### config.mk
export PLATFORM = sky130hd
export DESIGN_NAME = pb_rtc_port_bank
export DESIGN_NICKNAME = d
export VERILOG_FILES = /design/src/rtl/pb_io_pkg.sv /design/src/rtl/pb_shadow_reg.sv /design/src/rtl/pb_rtc_port_bank.sv
export SDC_FILE = /design/constraint.sdc
export NUM_CORES = 1
export LEC_CHECK = 0
export BUFFER_PORTS_ARGS = -buffer_cell sky130_fd_sc_hd__buf_2
export CAP_MARGIN = 10
export CORE_MARGIN = 5
export CORE_UTILIZATION = 56
export CTS_BUF_LIST = sky130_fd_sc_hd__clkbuf_4 sky130_fd_sc_hd__clkbuf_8 sky130_fd_sc_hd__clkbuf_16
export CTS_CLUSTER_SIZE = 28
export DETAILED_ROUTE_END_ITERATION = 12
export GPL_TIMING_DRIVEN = 0
export PLACE_DENSITY = 0.8
export RECOVER_POWER = 100
export SKIP_LAST_GASP = 1
export SYNTH_ARGS = -nofsm -noshare
export SYNTH_HDL_FRONTEND = slang
export SYNTH_SLANG_ARGS = --single-unit
export TNS_END_PERCENT = 50
### constraint.sdc
create_clock -name clk -period 2.4 [get_ports clk]
set_input_delay 0.36 -clock clk [delete_from_list [all_inputs] [get_ports clk]]
set_output_delay 0.36 -clock clk [all_outputs]
set_load 0.01 [all_outputs]
### src/rtl/pb_io_pkg.sv
// Shared command codes, status bit positions and FSM encoding for the
// PicoBlaze RTC port bank.
package pb_io_pkg;

  localparam logic [7:0] CMD_COMMIT = 8'h09;
  localparam logic [7:0] CMD_SNAP   = 8'h0A;

  localparam int ST_BUSY  = 0;
  localparam int ST_DONE  = 1;
  localparam int ST_ERR   = 2;
  localparam int ST_SNAPV = 3;
  localparam int ST_ACK   = 4;

  typedef enum logic {
    S_IDLE     = 1'b0,
    S_WAIT_ACK = 1'b1
  } pb_state_e;

  function automatic bit ranges_overlap(int a_lo, int a_hi, int b_lo, int b_hi);
    return !((a_hi < b_lo) || (b_hi < a_lo));
  endfunction

  // True when the four port ranges are pairwise disjoint and addressable.
  function automatic bit port_map_ok(int ctrl, int wr_base, int num_wr, int stat,
                                     int rd_base, int num_rd, int addr_w);
    int wr_hi;
    int rd_hi;
    int limit;
    bit ok;
    wr_hi = wr_base + num_wr - 1;
    rd_hi = rd_base + num_rd - 1;
    limit = 1 << addr_w;
    ok = (num_wr > 0) && (num_rd > 0);
    if (ctrl >= limit || wr_hi >= limit || stat >= limit || rd_hi >= limit) ok = 1'b0;
    if (ranges_overlap(ctrl, ctrl, wr_base, wr_hi))    ok = 1'b0;
    if (ranges_overlap(ctrl, ctrl, stat, stat))        ok = 1'b0;
    if (ranges_overlap(ctrl, ctrl, rd_base, rd_hi))    ok = 1'b0;
    if (ranges_overlap(wr_base, wr_hi, stat, stat))    ok = 1'b0;
    if (ranges_overlap(wr_base, wr_hi, rd_base, rd_hi)) ok = 1'b0;
    if (ranges_overlap(stat, stat, rd_base, rd_hi))    ok = 1'b0;
    return ok;
  endfunction

endpackage

### src/rtl/pb_shadow_reg.sv
// One double-buffered write register: CPU loads the shadow, commit copies it
// to the live output.
module pb_shadow_reg #(
  parameter int DATA_W = 8
) (
  input  logic              clk,
  input  logic              reset,
  input  logic              load,
  input  logic              commit,
  input  logic [DATA_W-1:0] din,
  output logic [DATA_W-1:0] shadow,
  output logic [DATA_W-1:0] live
);

  // live takes the pre-edge shadow, so a same-cycle load is not committed.
  always_ff @(posedge clk) begin
    if (reset) begin
      shadow <= '0;
      live   <= '0;
    end else begin
      if (load)   shadow <= din;
      if (commit) live   <= shadow;
    end
  end

endmodule

### src/rtl/pb_rtc_port_bank.sv
// PicoBlaze I/O register bank in front of the RTC: double-buffered write
// registers with a commit handshake, snapshot read-back and sticky status.
//
//   state      | meaning
//   S_IDLE     | no commit outstanding; COMMIT copies shadows to live outputs
//   S_WAIT_ACK | wr_req_o high, waiting for wr_ack_i; further COMMITs flag err
module pb_rtc_port_bank
  import pb_io_pkg::*;
#(
  parameter int              DATA_W    = 8,
  parameter int              ADDR_W    = 8,
  parameter int              NUM_WR    = 9,
  parameter int              NUM_RD    = 9,
  parameter logic [ADDR_W-1:0] CTRL_PORT = 'h01,
  parameter logic [ADDR_W-1:0] WR_BASE   = 'h02,
  parameter logic [ADDR_W-1:0] STAT_PORT = 'h0C,
  parameter logic [ADDR_W-1:0] RD_BASE   = 'h0D
) (
  input  logic                     clk,
  input  logic                     reset,
  input  logic [ADDR_W-1:0]        port_id,
  input  logic [DATA_W-1:0]        out_port,
  input  logic                     write_strobe,
  input  logic                     read_strobe,
  output logic [DATA_W-1:0]        in_port,
  input  logic [NUM_RD*DATA_W-1:0] rd_vals_i,
  output logic [NUM_WR*DATA_W-1:0] wr_regs_o,
  output logic                     wr_req_o,
  input  logic                     wr_ack_i
);

  localparam bit MAP_OK = port_map_ok(int'(CTRL_PORT), int'(WR_BASE), NUM_WR,
                                      int'(STAT_PORT), int'(RD_BASE), NUM_RD, ADDR_W);

  generate
    if (!MAP_OK) begin : g_map_err
      $error("pb_rtc_port_bank: port ranges overlap or exceed ADDR_W");
    end
  endgenerate

  pb_state_e state_q, state_d;

  logic [DATA_W-1:0]        shadow_q [NUM_WR];
  logic [NUM_WR-1:0]        shadow_ld;
  logic [NUM_RD*DATA_W-1:0] snap_q;
  logic                     done_q, err_q, snapv_q;
  logic                     ctrl_wr, cmd_commit, cmd_snap, stat_rd;
  logic                     busy, commit_go, ack_done, err_set;
  logic [7:0]               stat_byte;
  logic [DATA_W-1:0]        rd_mux;

  assign ctrl_wr    = write_strobe && (port_id == CTRL_PORT);
  assign cmd_commit = ctrl_wr && (out_port == DATA_W'(CMD_COMMIT));
  assign cmd_snap   = ctrl_wr && (out_port == DATA_W'(CMD_SNAP));
  assign stat_rd    = read_strobe && (port_id == STAT_PORT);

  always_comb begin
    shadow_ld = '0;
    for (int i = 0; i < NUM_WR; i++) begin
      shadow_ld[i] = write_strobe && (port_id == ADDR_W'(int'(WR_BASE) + i));
    end
  end

  generate
    for (genvar gi = 0; gi < NUM_WR; gi++) begin : g_wr
      pb_shadow_reg #(.DATA_W(DATA_W)) u_shadow (
        .clk    (clk),
        .reset  (reset),
        .load   (shadow_ld[gi]),
        .commit (commit_go),
        .din    (out_port),
        .shadow (shadow_q[gi]),
        .live   (wr_regs_o[gi*DATA_W +: DATA_W])
      );
    end
  endgenerate

  always_ff @(posedge clk) begin
    if (reset) state_q <= S_IDLE;
    else       state_q <= state_d;
  end

  always_comb begin
    state_d = state_q;
    case (state_q)
      S_IDLE:     if (cmd_commit) state_d = S_WAIT_ACK;
      S_WAIT_ACK: if (wr_ack_i)   state_d = S_IDLE;
      default:                    state_d = S_IDLE;
    endcase
  end

  always_comb begin
    busy      = (state_q == S_WAIT_ACK);
    commit_go = (state_q == S_IDLE) && cmd_commit;
    ack_done  = (state_q == S_WAIT_ACK) && wr_ack_i;
    err_set   = (state_q == S_WAIT_ACK) && cmd_commit;
  end

  // Sticky flags: clear-on-read first, set events override it.
  always_ff @(posedge clk) begin
    if (reset) begin
      wr_req_o <= 1'b0;
      done_q   <= 1'b0;
      err_q    <= 1'b0;
      snapv_q  <= 1'b0;
      snap_q   <= '0;
    end else begin
      if (commit_go)     wr_req_o <= 1'b1;
      else if (ack_done) wr_req_o <= 1'b0;

      if (ack_done)                 done_q <= 1'b1;
      else if (commit_go || stat_rd) done_q <= 1'b0;

      if (err_set)      err_q <= 1'b1;
      else if (stat_rd) err_q <= 1'b0;

      if (cmd_snap) begin
        snap_q  <= rd_vals_i;
        snapv_q <= 1'b1;
      end else if (stat_rd) begin
        snapv_q <= 1'b0;
      end
    end
  end

  always_comb begin
    stat_byte           = '0;
    stat_byte[ST_BUSY]  = busy;
    stat_byte[ST_DONE]  = done_q;
    stat_byte[ST_ERR]   = err_q;
    stat_byte[ST_SNAPV] = snapv_q;
    stat_byte[ST_ACK]   = wr_ack_i;
  end

  always_comb begin
    rd_mux = '0;
    if (port_id == STAT_PORT) rd_mux = DATA_W'(stat_byte);
    for (int j = 0; j < NUM_RD; j++) begin
      if (port_id == ADDR_W'(int'(RD_BASE) + j)) rd_mux = snap_q[j*DATA_W +: DATA_W];
    end
    for (int i = 0; i < NUM_WR; i++) begin
      if (port_id == ADDR_W'(int'(WR_BASE) + i)) rd_mux = shadow_q[i];
    end
  end

  always_ff @(posedge clk) begin
    if (reset) in_port <= '0;
    else       in_port <= rd_mux;
  end

endmodule

# After elaboration in Yosys (flattened, before gate mapping)
# Index checks and enable logic that the tools add are counted.
[op_classes]
n_reduce_logical = 21
n_bitwise = 1
eq_ne = 22
n_mux = 29
[op_table]
columns = ["op", "n"]
rows = [
  ["$mux W8", 18],
  ["$eq A8 B4 Y1 const B", 9],
  ["$eq A8 B5 Y1 const B", 6],
  ["$eq A8 B3 Y1 const B", 4],
  ["$eq A8 B2 Y1 const B", 2],
  ["$logic_and A1 B1 Y1", 16],
  ["$mux W1", 9],
  ["$eq A8 B1 Y1 const B", 1],
  ["$reduce_bool A2 Y1", 4],
  ["$mux W5", 1],
  ["$pmux W1 S2", 1],
  ["$logic_or A1 B1 Y1", 1],
  ["$not A1 Y1", 1],
]
[word_totals]
inputBits = 93
ff_bits = 229
out_inout_bits = 81
elab_cells = 98

# Logic depth before layout (Yosys ltp)
[depth]
depth_word = 20
depth_mapped = 10
mapped_depth_nobuf = 6

# By module
# A second synthesis with hierarchy kept.
[hier_totals]
hier_cells = 1123
hier_area_um2 = 9987.1
[modules_own_cells]
columns = ["mod", "n_inst", "area_each_um2", "cells_per_inst", "seq_area_each_um2"]
rows = [
  ["pb_shadow_reg", 9, 579.3, 52, 320.3],
  ["pb_rtc_port_bank", 1, 4773.3, 655, 1701.6],
]

# Worst setup path after synthesis
# Ideal clock, no wire load.
[synth_timing]
kind = "input to register"
start = "in port_id[5]"
end = "reg g_wr[5].u_shadow.shadow[5]"
stages = 7
setup_time_ps = 128
t_required_ps = 2272
setup_slack_ps = 276
n_path_buf = 2
arrival_time_ps = 1997
path_cell_list = "or4_1 > clkbuf_1 > or2_2 > buf_2 > nor2_4 > mux2i_1 > nor2_1"
[synth_between]
elab_chain_len = 2
[synth_rtl]
columns = ["element", "line", "text"]
rows = [
  ["start: declaration", "pb_rtc_port_bank.sv:21", "input logic [ADDR_W-1:0] port_id,"],
  ["$eq A8 B3 Y1", "pb_rtc_port_bank.sv:60", "shadow_ld[i] = write_strobe && (port_id == ADDR_W'(int'(WR_BASE) + i));"],
  ["$logic_and A1 B1 Y1", "pb_rtc_port_bank.sv:60", ""],
  ["end signal: assignment", "pb_shadow_reg.sv:21", "if (load) shadow <= din;"],
  ["end: declaration", "pb_shadow_reg.sv:11", "output logic [DATA_W-1:0] shadow,"],
]
# No other way between the ends.
# A chain may end at the register's enable or synchronous reset.

# Worst setup path in the final report
[layout_timing]
start = "in port_id[1]"
end = "reg in_port[5]"
[layout_between]
elab_chain_len = 19
elab_cells_between_ends = 36
classes_between = "eq/ne: 18; mux: 18"
[layout_rtl]
columns = ["element", "line", "text"]
rows = [
  ["$eq A8 B4 Y1", "pb_rtc_port_bank.sv:139", "if (port_id == ADDR_W'(int'(RD_BASE) + j)) rd_mux = snap_q[j*DATA_W +: DATA_W];"],
  ["$mux W8 (9 in series)", "pb_rtc_port_bank.sv:139", ""],
  ["$mux W8 (8 in series)", "pb_rtc_port_bank.sv:142", "if (port_id == ADDR_W'(int'(WR_BASE) + i)) rd_mux = shadow_q[i];"],
  ["$mux W8 (*)", "pb_rtc_port_bank.sv:142", ""],
  ["end signal: assignment", "pb_rtc_port_bank.sv:148", "else in_port <= rd_mux;"],
  ["end: declaration", "pb_rtc_port_bank.sv:25", "output logic [DATA_W-1:0] in_port,"],
]
# Every way passes the cells marked *; elsewhere a longest branch is shown, timed or not.

==> results.txt <==
Outcome = complete, no violations
WL final = 30.4 mm
Final Hold Vio Count = 0
Slew Limit Fails = 0
Fin nets = 1436
Largest net degree at the start of global routing = 14
Die Ht = 141 microns
Worst setup SP type = input port
End of the critical path = in_port[5]
FF-to-FF path depth = 5
Setup violators final = 0
NetSw = 1740 uW
Hold Slack = 88.0 ps
Post-place setup slack = -644 ps
Gr usage total = 0.295
Share of cells above drive strength 1 = 0.139
H-tree depth = 1
Net count after synthesis = 1247
DRC viols = 0
Core Util, Final = 0.679
Worst setup startpoint = port_id[1]
RSZ-0062 raised after global routing = false
Max FO, Critical Path = 10
Most used DFF post-synth = dfxtp_1
Initial Util = 0.573
CORE AREA = 16700 sq um
Leakage power = 0.00414 uW
Pre-Repair DR Iteration Count = 5
Clock Latency Late Sink = 510 ps
Switching share of power = 0.222
Worst EP arrival = 2710 ps
Post-DP HPWL = 22.6 mm
HP Class = in2reg
Die ar. = 19800 sq um
Register area share after synthesis = 0.479
Flop pwr share = 0.486
# Post-CTS Setup Buffers = 0
CTS Hold Bufs = 0
Syn Area/Cell = 8.29 sq um
Clock Tree Buf Depth = 3
Number of synthesized flops with an enable pin = 0
Top post-synthesis cells by area = dfxtp_1 (48%), nand2_1 (13%), a21oi_1 (9.0%), mux2i_1 (7.9%), nor2_1 (3.5%)
Initial DRC count = 733
Fmax = 0.430 GHz
Number of antenna violations at the first check in global routing = 1
Area after DPL = 10700 sq um
Internal = 6090 uW
Wire per inst = 19.2 microns
Standard-cell rows = 47
Clk network pwr share = 0.467
Worst Slack Setup Final = 74.7 ps
Synth warnings = 0
Async set or reset register ratio after synthesis = 0
PortBufs = 164
Ports = 174
CTS tree = yes
# clock sinks = 229
Synth area leader = dfxtp_1
Routed Antenna Nets = 0
Peak VDD IR = 460 uV
Clock Skews = 6.49 ps
Synthesized cell area = 9570 sq um
WP data required = 2780 ps
CTS Root Cell = clkbuf_16
Hold wc startpoint = rd_vals_i[17]
P&R area growth vs syn = 18.5%
Final min period = 2330 ps
Worst setup EP type = flop
CTS Buf Count = 23
Top-area cell type share of the netlist area = 0.479
Combinational power share = 0.047
TNS Setup = 0 ps
Design area = 11300 sq um
Max-slew headroom = 0.368
Vias = 9025
Pwr/cell area = 691 nW/um^2
Clock slew at reported path FFs = 60 ps
Tcrit/Tclk final = 0.969
Die X = 141 microns
FF+latch count, synth = 229
Cell count after synthesis = 1154
Maximum Capacitance Violations = 0
First-pass GRT wire length = 46.5 mm
Global route overflow = 0
Reg2Reg Launch Point = busy
Vias in the first global route = 8512
GPL Wtd Cong = 1.02
Distinct cell type count after synthesis = 54
Drt via density = 5.71
Reg2reg setup slack = 470 ps
Worst slew pin tran = 941 ps
Setup Crit Path Kind = in2reg
R2r endpoint = g_wr[5].u_shadow.live[4]
[what timing repair did]
| action | in CTS | in global routing |
|---|---|---|
| cloned | 0 | 0 |
| setup endpoints to repair | 51 | 56 |
| resized for setup | 1 | 5 |
| pin swaps | 0 | 0 |
[cells in the mapped netlist, drive strengths merged, types with 11 or more instances]
library cell  instances
nand2               321
dfxtp               229
a21oi               173
nor2                 94
mux2i                76
clkbuf               61
buf                  33
o21ai                28
a22oi                16
mux4                 13
o22ai                13
nand2b               11
[layer usage]
| metal | part of all wire | track usage | up-vias | routed length, microns |
|---|---|---|---|---|
| met5 | 0 | 0 | - | 0 |
| met3 | 0.098 | 0.0616 | 59 | 2980 |
| met1 | 0.42 | 0.404 | 4251 | 12800 |
| li1 | - | - | 4305 | - |
| met2 | 0.45 | 0.469 | 410 | 13800 |
| met4 | 0.025 | 0.0928 | 0 | 771 |
[power groups by stage]
stage               Combinational (uW)  Sequential [uW]  Clock [uW]
floorplan                          191             3890           0
global placement                   355             3890           0
CTS                                358             3800        3670
finish                             367             3800        3660
global route                       393             3800        3820
detailed placement                 355             3890           0
[sequential cells by signal, summed over array words and instances (netlist names)]
signal,count
busy,1
snap_q,72
done_q,1
err_q,1
wr_req_o,1
in_port,8
g_wr.u_shadow.live,72
snapv_q,1
g_wr.u_shadow.shadow,72
[stage by stage]
step | power, uW | std cells
floorplan | 4080 | 1154
global placement | 4250 | 1538
detailed placement | 4240 | 1538
CTS | 7830 | 1580
global route | 8020 | 1581
finish | 7830 | 1581
[how the worst min path moves through the flow]
stage	end	depth (start not counted)
6_report	snap_q[17]	3
5_1_grt	snap_q[42]	3
4_1_cts	snap_q[59]	3
3_5_place_dp	snap_q[37]	2
3_3_place_gp	snap_q[43]	2
2_1_floorplan	snap_q[21]	2
[kinds of logic after synthesis]
family	Yosys count	synth area share
simple gates	471	0.204
compound gates	261	0.154
flops	229	0.479
buf+inv	97	0.0447
mux	96	0.118
[worst max-delay path, cell delays in order]
cell       delay (ps)
buf_2             150
buf_2             310
clkbuf_2          380
clkbuf_1          460
o2111ai_1         250
o41a_1            180
o21ai_0           170
a22oi_1           120
o21ai_0           340
[final cells by class]
cell class	instances	area (sq um)
Inverter	3	11.3
Antenna cell	1	2.50
Sequential cell	229	4580
Fill cell	1427	5360
Clock buffer	38	726
Buffer	94	413
Clock inverter	4	48.8
Timing Repair Buffer	164	718
Multi-Input combinational cell	828	4560
Tap cell	220	275
[cells in the final DEF, fill, tap and decap left out, types with 2 or more instances in the layout]
master,count
dfxtp_1,229
nor3_1,9
o21ai_0,28
o31ai_1,2
buf_4,5
o221ai_1,2
nor2_1,90
nand2_1,321
and3_1,2
clkbuf_2,15
clkbuf_4,10
clkbuf_1,145
a31oi_1,2
nor2b_1,8
or2_2,3
o22ai_1,13
clkinv_2,2
nor2_2,2
mux2i_1,76
a21oi_1,173
a211oi_1,4
mux2_2,7
a221oi_1,4
or3_1,2
clkbuf_16,23
nand3_1,8
nor2_4,2
a22oi_1,16
inv_1,3
or4_1,2
clkbuf_8,6
nand2b_1,11
buf_2,91
mux4_2,13
o21a_1,5
Note: power is estimated with default switching activity, not from simulation.
